## config.mk

```make
export PLATFORM = sky130hd
export DESIGN_NAME = iob_cache_write_buffer
export DESIGN_NICKNAME = d
export VERILOG_FILES = /design/src/rtl/iob_cache_write_buffer.sv
export SDC_FILE = /design/constraint.sdc
export NUM_CORES = 1
export LEC_CHECK = 0
export CORE_MARGIN = 2
export CORE_UTILIZATION = 55
export CTS_CLUSTER_DIAMETER = 50
export DETAILED_ROUTE_END_ITERATION = 10
export PLACE_DENSITY = 0.79
export SYNTH_ARGS = -nofsm -noshare
export SYNTH_HDL_FRONTEND = slang
export SYNTH_SLANG_ARGS = --single-unit
```

## constraint.sdc

```tcl
create_clock -name clk_i -period 8.5 [get_ports clk_i]
set_input_delay 1.275 -clock clk_i [delete_from_list [all_inputs] [get_ports clk_i]]
set_output_delay 1.275 -clock clk_i [all_outputs]
set_load 0.1 [all_outputs]
```

## src/rtl/iob_cache_write_buffer.sv

```systemverilog
// Write-through buffer: an in-order FIFO of word writes feeding the back-end write channel.
// Optional same-cycle bypass of an empty buffer is enabled with IOB_CACHE_WTB_BYPASS_EN.
module iob_cache_write_buffer #(
  parameter int FE_ADDR_W   = 24,
  parameter int FE_DATA_W   = 32,
  parameter int DEPTH_W     = 2,
  parameter int FE_NBYTES   = FE_DATA_W / 8,
  parameter int FE_NBYTES_W = $clog2(FE_NBYTES),
  parameter int ENTRY_W     = (FE_ADDR_W - FE_NBYTES_W) + FE_DATA_W + FE_NBYTES
) (
  input  logic                             clk_i,
  input  logic                             rst_i,
  input  logic                             wtb_valid_i,
  input  logic [FE_ADDR_W-FE_NBYTES_W-1:0] wtb_addr_i,
  input  logic [FE_DATA_W-1:0]             wtb_wdata_i,
  input  logic [FE_NBYTES-1:0]             wtb_wstrb_i,
  output logic                             wtb_ready_o,
  output logic                             write_valid_o,
  output logic [FE_ADDR_W-FE_NBYTES_W-1:0] write_addr_o,
  output logic [FE_DATA_W-1:0]             write_wdata_o,
  output logic [FE_NBYTES-1:0]             write_wstrb_o,
  input  logic                             write_ready_i,
  output logic                             empty_o,
  output logic                             full_o,
  output logic [DEPTH_W:0]                 level_o
);

  localparam int WADDR_W = FE_ADDR_W - FE_NBYTES_W;
  localparam int DEPTH = 2 ** DEPTH_W;
  localparam logic [DEPTH_W:0] DEPTH_L = (DEPTH_W + 1)'(DEPTH);

  logic [ENTRY_W-1:0] mem [DEPTH];
  logic [DEPTH_W-1:0] wr_ptr;
  logic [DEPTH_W-1:0] rd_ptr;
  logic [DEPTH_W:0]   level;
  logic [ENTRY_W-1:0] head;
  logic               store;
  logic               pop;

  assign head        = mem[rd_ptr];
  assign empty_o     = (level == {(DEPTH_W + 1){1'b0}});
  assign full_o      = (level == DEPTH_L);
  assign level_o     = level;
  assign wtb_ready_o = ~full_o;
  // Only stored entries are popped; a bypassed write never touches rd_ptr.
  assign pop         = ~empty_o & write_ready_i;

  always_comb begin
    write_valid_o = ~empty_o;
    write_addr_o  = head[ENTRY_W-1 -: WADDR_W];
    write_wdata_o = head[FE_NBYTES +: FE_DATA_W];
    write_wstrb_o = head[FE_NBYTES-1:0];
    store         = wtb_valid_i & wtb_ready_o;
`ifdef IOB_CACHE_WTB_BYPASS_EN
    if (empty_o && wtb_valid_i) begin
      write_valid_o = 1'b1;
      write_addr_o  = wtb_addr_i;
      write_wdata_o = wtb_wdata_i;
      write_wstrb_o = wtb_wstrb_i;
      store         = ~write_ready_i;
    end else begin
      write_valid_o = ~empty_o;
    end
`endif
  end

  always_ff @(posedge clk_i or posedge rst_i) begin
    if (rst_i) begin
      wr_ptr <= {DEPTH_W{1'b0}};
      rd_ptr <= {DEPTH_W{1'b0}};
      level  <= {(DEPTH_W + 1){1'b0}};
      for (int i = 0; i < DEPTH; i++) begin
        mem[i] <= {ENTRY_W{1'b0}};
      end
    end else begin
      if (store) begin
        mem[wr_ptr] <= {wtb_addr_i, wtb_wdata_i, wtb_wstrb_i};
        wr_ptr      <= wr_ptr + 1'b1;
      end
      if (pop) begin
        rd_ptr <= rd_ptr + 1'b1;
      end
      case ({store, pop})
        2'b10:   level <= level + 1'b1;
        2'b01:   level <= level - 1'b1;
        default: level <= level;
      endcase
    end
  end

endmodule

```

; ---- Word level (Yosys, flattened, before mapping)
; Index checks and enable logic that the tools add are counted.
; W data, S select, Z words.
[word_totals]
elab_cells = 33
in_bits = 62
regBits = 239
output_inout_bits = 65
[op_classes]
mux = 7
order_cmp = 3
n_eq_ne = 3
addsub = 4
n_reduce_logical = 3
n_bitwise = 6
[ops]
columns = op, n
row1 = $bwmux W232, 1
row2 = $mux W58, 3
row3 = $bmux W58 S2, 1
row4 = $demux W58 S2, 1
row5 = $ge A3 B3 Y1 const B, 2
row6 = $not A2 Y3, 2
row7 = $pmux W3 S2, 1
row8 = $add A2 B1 Y2 const B, 2
row9 = $add A3 B1 Y3 const B, 1
row10 = $eq A3 B3 Y1 const B, 1
row11 = $logic_not A3 Y1, 1
row12 = $lt A3 B1 Y1 const B, 1
row13 = $sub A3 B1 Y3 const B, 1
row14 = $and A1 B1 Y1, 2
row15 = $eq A2 B1 Y1 const B, 1
row16 = $eq A2 B2 Y1 const B, 1
row17 = $not A1 Y1, 2
row18 = $reduce_bool A2 Y1, 1
row19 = $logic_and A1 B1 Y1, 1

; ---- Longest topological paths before layout
; Gate-level depths: netlist of run 1.
[depth]
ltp_word = 6
ltp_mapped = 10

; ---- Worst setup path after synthesis of run 1
; Ideal clock, no wire load.
[synth_timing]
path_type = register to output
start = register level[2], in the netlist level_o[2]
end = output port empty_o
arrival_time_ps = 2498
slack_ps = 4727
required_time_ps = 7225
path_stages_with_launch = 3
path_cell_list = dfrtp_1 > or3_1 > inv_1
[synth_via]
elab_chain_cells = 1
[synth_rtl]
columns = element, line_no
row1 = start: declaration, 35  ; logic [DEPTH_W:0] level;
row2 = start signal: assignment, 71  ; level <= {(DEPTH_W + 1){1'b0}};
row3 = start signal: assignment, 84  ; 2'b10: level <= level + 1'b1;
row4 = start signal: assignment, 85  ; 2'b01: level <= level - 1'b1;
row5 = $logic_not A3 Y1, 41  ; assign empty_o = (level == {(DEPTH_W + 1){1'b0}});
row6 = end: declaration, 23  ; output logic empty_o,
; No other way between the ends.

; ---- Worst setup path in the final report of run 1
[layout_timing]
start = register rd_ptr[0]
end = output port write_wdata_o[11]
[layout_via]
elab_chain_cells = 4
[layout_rtl]
columns = element, line_no
row1 = start: declaration, 34  ; logic [DEPTH_W-1:0] rd_ptr;
row2 = start signal: assignment, 70  ; rd_ptr <= {DEPTH_W{1'b0}};
row3 = start signal: assignment, 81  ; rd_ptr <= rd_ptr + 1'b1;
row4 = $not A2 Y3 (implied by the code), 40  ; assign head = mem[rd_ptr];
row5 = $bmux W58 S2, 40
row6 = $mux W58 (implied by the code) (2 in series), 40
row7 = end: declaration, 20  ; output logic [FE_DATA_W-1:0] write_wdata_o,
; No other way between the ends. The select of a mux whose other input is x is not followed.

==> impl_metrics.ini, run 1 <==
[cts]
post_cts_buffers = 0
cts_hold_buffers = 0
cts_resized = 0
clk_pin_slew_worst_paths_ns = 0.06
htree_num_levels = 1
clock-root-buffer = clkbuf_16
clockBufferDepth = 3
clk_latency_ns = 0.54
clock-sinks = 239
cts_buffers = 30
cts_tree = done

[yosys]
synth_top_area_share_pct = 55.0
synth.largest_area_cell = dfrtp_1
yosys-top-cells-area = dfrtp_1 (55%), mux2_2 (16%), mux4_2 (12%)
yosys_warnings = 0
synth_nets = 671
synth.avg_cell_area_sq_um = 18.0
synth.ff_latch_count = 239
synth_area_sq_um = 10900
seq_area_frac_synth_pct = 55.0
synth_cell_types = 23
synthCells = 603

[global_routing]
grt_overflow_total = 0
grt_pass1_wl_um = 36600
grt_pass1_vias = 6462
antenna_found_initial = 0
grt_max_degree = 150
grt_usage_pct = 22.8

[finish]
area_growth_pct = 22.4
drive_above_1_share_pct = 48.3
multi_input_area_sq_um = 4480
nets = 800
fillers = 1285
final-seq-area_sq_um = 5990
diodes = 0
layout_common_cells = dfrtp_1 (237), mux2_2 (153), clkdlybuf4s50_1 (126)
mostFrequentLayoutCell = dfrtp_1

[critical_path]
arrival_ns = 3.57
path_max_fanout = 45
crit_chain = buf_4 > mux4_2 > clkdlybuf4s50_1
startpoint_type = register
worst_setup_path_end_kind = output port
critical_path.top_delay_family = buffers and inverters
crit_buf_inv = 2
required_ns = 7.22
cpPeakStageDelay_ns = 0.98
path_class = register to output port
cp_slowest_cell = clkdlybuf4s50_1

[sta]
slew_headroom_pct = 20.3
finalCritPeriodShare_pct = 57.0
rsz0062_at_grt = no
final-setup-viol-count = 0
fmax_mhz = 206
drv_slew = 0
setup_slack_ns = 3.65
finClkSkew_ns = 0.00955
period_minus_slack_ns = 4.85
hold_viol = 0
finalSetupTns_ns = 0
max_slew.worst_pin.slew_ns = 1.19

[flow_run]
cap_violations = 0

[floorplan]
start_util_pct = 56.0
die_x_um = 145
die_area_sq_um = 20900
io_pins = 127
core_area_sq_um = 19400
rows = 51
die_y_um = 145

[detailed_routing]
drtAntennaViolNets = 0
drt_iter0_markers = 337
route.detailed.drc = 0
dr.pass1.iters = 4
wirelength_um = 22800
avgViaCountPerCell = 5.67
wl_per_cell_um = 22.3
vias = 5783

[placed_design]
hpwl_um = 14000
gp_congestion = 0.769
io_buffers = 126
dp_worst_setup_slack_ns = 4.14

[worst_hold_path]
hold_class = register to register

[run_status]
status = finished clean
-- worst paths after layout --
check / startpoint / endpoint / slack (ns) / depth (start not counted)
setup / recovery: rd_ptr[0] / write_wdata_o[11] / 3.65 / 3
hold / removal: mem[231] / mem[231] / 0.50 / 1
setup reg to reg: level_o[0] / mem[201] / 5.65 / 6
hold reg to reg: mem[231] / mem[231] / 0.50 / 1
max in group asynchronous: rst_i / rd_ptr[0] / 5.28 / 3
min in group asynchronous: rst_i / mem[66] / 1.36 / 2
-- layer usage --
| layer | up-vias | routed length, um | track usage, % |
|---|---|---|---|
| li1 | 2483 | - | - |
| met1 | 3125 | 9870 | 31.3 |
| met2 | 136 | 11200 | 37.5 |
| met3 | 39 | 1300 | 5.30 |
| met4 | 0 | 417 | 5.21 |
| met5 | - | 0 | 0 |
-- cells in the mapped netlist (all sizes together) --
library cell  instances
buf                  38
dfrtp               239
fa                    1
ha                    5
inv                   8
mux2                233
mux2i                 1
mux4                 58
nand2                 5
nand2b                1
nand3                 1
nor2                  5
o31a                  1
or3                   1
xnor2                 3
xor2                  3
-- final cells by class --
cell class / instances / area share [%]
well taps: 265 / 2.49
multi-input cells: 318 / 33.7
inverters: 8 / 0.320
repair buffers: 135 / 9.99
clock inverters: 18 / 2.05
clock buffers: 37 / 6.45
flip-flops and latches: 239 / 45.0
-- per-stage QoR --
stage                     instance area [sq um]  hold slack [ns]  cells  util (%)
after floorplan                           10900            0.475    603         -
after global placement                    12200            0.484    965      62.7
after detailed placement                  12200            0.489    965      62.7
after CTS                                 13300            0.504   1020      68.6
after global routing                      13300            0.512   1020      68.6
final                                     13300            0.501   1020      68.6
-- registers in the layout (all words and copies together), names as in the netlist --
signal,count
mem,232
level_o,3
rd_ptr,2
wr_ptr,2
-- kinds of logic (layout without fill, tap and decap cells) --
logic type	count (synthesis)	after routing	share of synthesized area [%]
compound gates	1	1	0.0806
xor+xnor	6	6	0.484
fa+ha+maj	6	6	0.760
buf+inv	46	198	3.71
flops	239	239	55.0
mux	292	292	39.0
simple gates	13	13	0.898
Power of run 1 is not shown: default switching activity piles up to over one toggle a cycle in this logic, so the estimate is an artifact.
==> run 2: changes to the inputs <==
CORE_UTILIZATION = 51   (was 55)
PLACE_DENSITY = 0.77   (was 0.79)
clock period = 4 ns   (was 8.5 ns; I/O delays follow)
==> run 2 against run 1 <==
  * Die area increased by 7.6%
  * Critical path type unchanged
  * Flip-flop and latch count unchanged
  * Critical endpoint is now empty_o
  * Wire length decreased by 0.95%
  * Via count increased by 0.21%
  * Non-clock buffer count increased by 9
  * Utilization decreased by 5.5 points
  * Register-to-register slack got worse by 4.0 ns
  * Clock skew increased by 0.015 ns
==> impl_metrics.ini, run 2 (synthesis gave the netlist of run 1 again) <==
[critical_path]
arrival_ns = 2.55
cp_slowest_cell = clkdlybuf4s50_1
path_class = register to output port
crit_chain = or3_1 > inv_1 > clkdlybuf4s50_1
required_ns = 3.40
path_max_fanout = 5
worst-r2r-setup-slack_ns = 1.69
startpoint_type = register
cpPeakStageDelay_ns = 1.13
worst_setup_path_end_kind = output port

[placed_design]
io_buffers = 126
gp_congestion = 0.756
dp_worst_setup_slack_ns = 1.17
hpwl_um = 14700

[cts]
clock-root-buffer = clkbuf_16
htree_num_levels = 1
clk_pin_slew_worst_paths_ns = 0.06
cts_buffers = 29
clockBufferDepth = 3
post_cts_buffers = 0
clk_latency_ns = 0.54
cts_resized = 0
cts_hold_buffers = 0
cts_tree = done
clock-sinks = 239

[sta]
hold_viol = 0
slew_headroom_pct = 35.0
max_slew.worst_pin.slew_ns = 0.972
setup_slack_ns = 0.850
whs_ns = 0.501
finalCritPeriodShare_pct = 78.8
final-setup-viol-count = 0
period_minus_slack_ns = 3.15
finalSetupTns_ns = 0
fmax_mhz = 317
rsz0062_at_grt = no
drv_slew = 0
finClkSkew_ns = 0.0249

[finish]
final-seq-area_sq_um = 5990
mostFrequentLayoutCell = dfrtp_1
diodes = 0
area_growth_pct = 21.7
nets = 808
regMostFlops = mem
multi_input_area_sq_um = 4480
fillers = 1468
drive_above_1_share_pct = 56.5
layout_common_cells = dfrtp_1 (237), mux2_2 (153), mux2_4 (80)
largest_register_ffs = 232

[detailed_routing]
wirelength_um = 22500
avgViaCountPerCell = 5.58
drt_iter0_markers = 312
route.detailed.drc = 0
drtAntennaViolNets = 0
vias = 5795
wl_per_cell_um = 21.7
dr.pass1.iters = 4

[global_routing]
grt_pass1_wl_um = 36000
antenna_found_initial = 0
grt_usage_pct = 20.5
grt_overflow_total = 0
grt_pass1_vias = 6551
grt_max_degree = 53

[worst_hold_path]
hold_class = register to register

[floorplan]
die_x_um = 150
rows = 53
core_area_sq_um = 21000
start_util_pct = 51.9
io_pins = 127
die_y_um = 150
die_area_sq_um = 22500

[run_status]
status = finished clean

[flow_run]
cap_violations = 0
-- run 2: cell count changes in the layout (fill, tap and decap cells not counted), sizes merged --
cell / before / now
clkdlybuf4s50: 126 / 67
inv: 8 / 9
clkinvlp: 7 / 4
clkinv: 5 / 9
buf: 9 / 77
bufinv: 6 / 4
clkbuf: 37 / 36
-- run 2: final timing paths --
check,from,to,depth (start not counted)
setup / recovery,level_o[0],empty_o,3
hold / removal,mem[26],mem[26],1
setup reg to reg,level_o[0],mem[34],6
hold reg to reg,mem[26],mem[26],1
max in group asynchronous,rst_i,mem[58],3
min in group asynchronous,rst_i,mem[182],2
-- run 2: per-stage QoR --
| step | util (%) | instance area, sq um | std cells |
|---|---|---|---|
| floorplan | - | 10900 | 603 |
| CTS | 63.1 | 13200 | 1038 |
| global placement | 58.2 | 12200 | 984 |
| finish | 63.1 | 13200 | 1038 |
| detailed placement | 58.2 | 12200 | 984 |
| global route | 63.1 | 13200 | 1038 |
-- run 2: worst max-delay path: cells and delay by family (launching register included) --
family                 cells  cell delay (ns)
buffers and inverters      2             1.20
DFF                        1             0.45
and+or+nand+nor            1             0.39
-- run 2: final cells by class --
| type | instances | share of cell area [%] |
|---|---|---|
| Clock buffer | 36 | 6.14 |
| Clock inverter | 18 | 1.61 |
| Inverter | 8 | 0.293 |
| Multi-Input combinational cell | 318 | 33.9 |
| Sequential cell | 239 | 45.3 |
| Tap cell | 275 | 2.60 |
| Timing Repair Buffer | 144 | 10.2 |
-- run 2: metal layers --
layer,up-vias,track usage (%),routed length [um]
li1,2509,-,-
met1,3125,27.0,9350
met2,130,36.1,11900
met3,31,2.84,835
met4,0,5.09,429
met5,-,0,0
Power of run 2 is left out for the same reason.
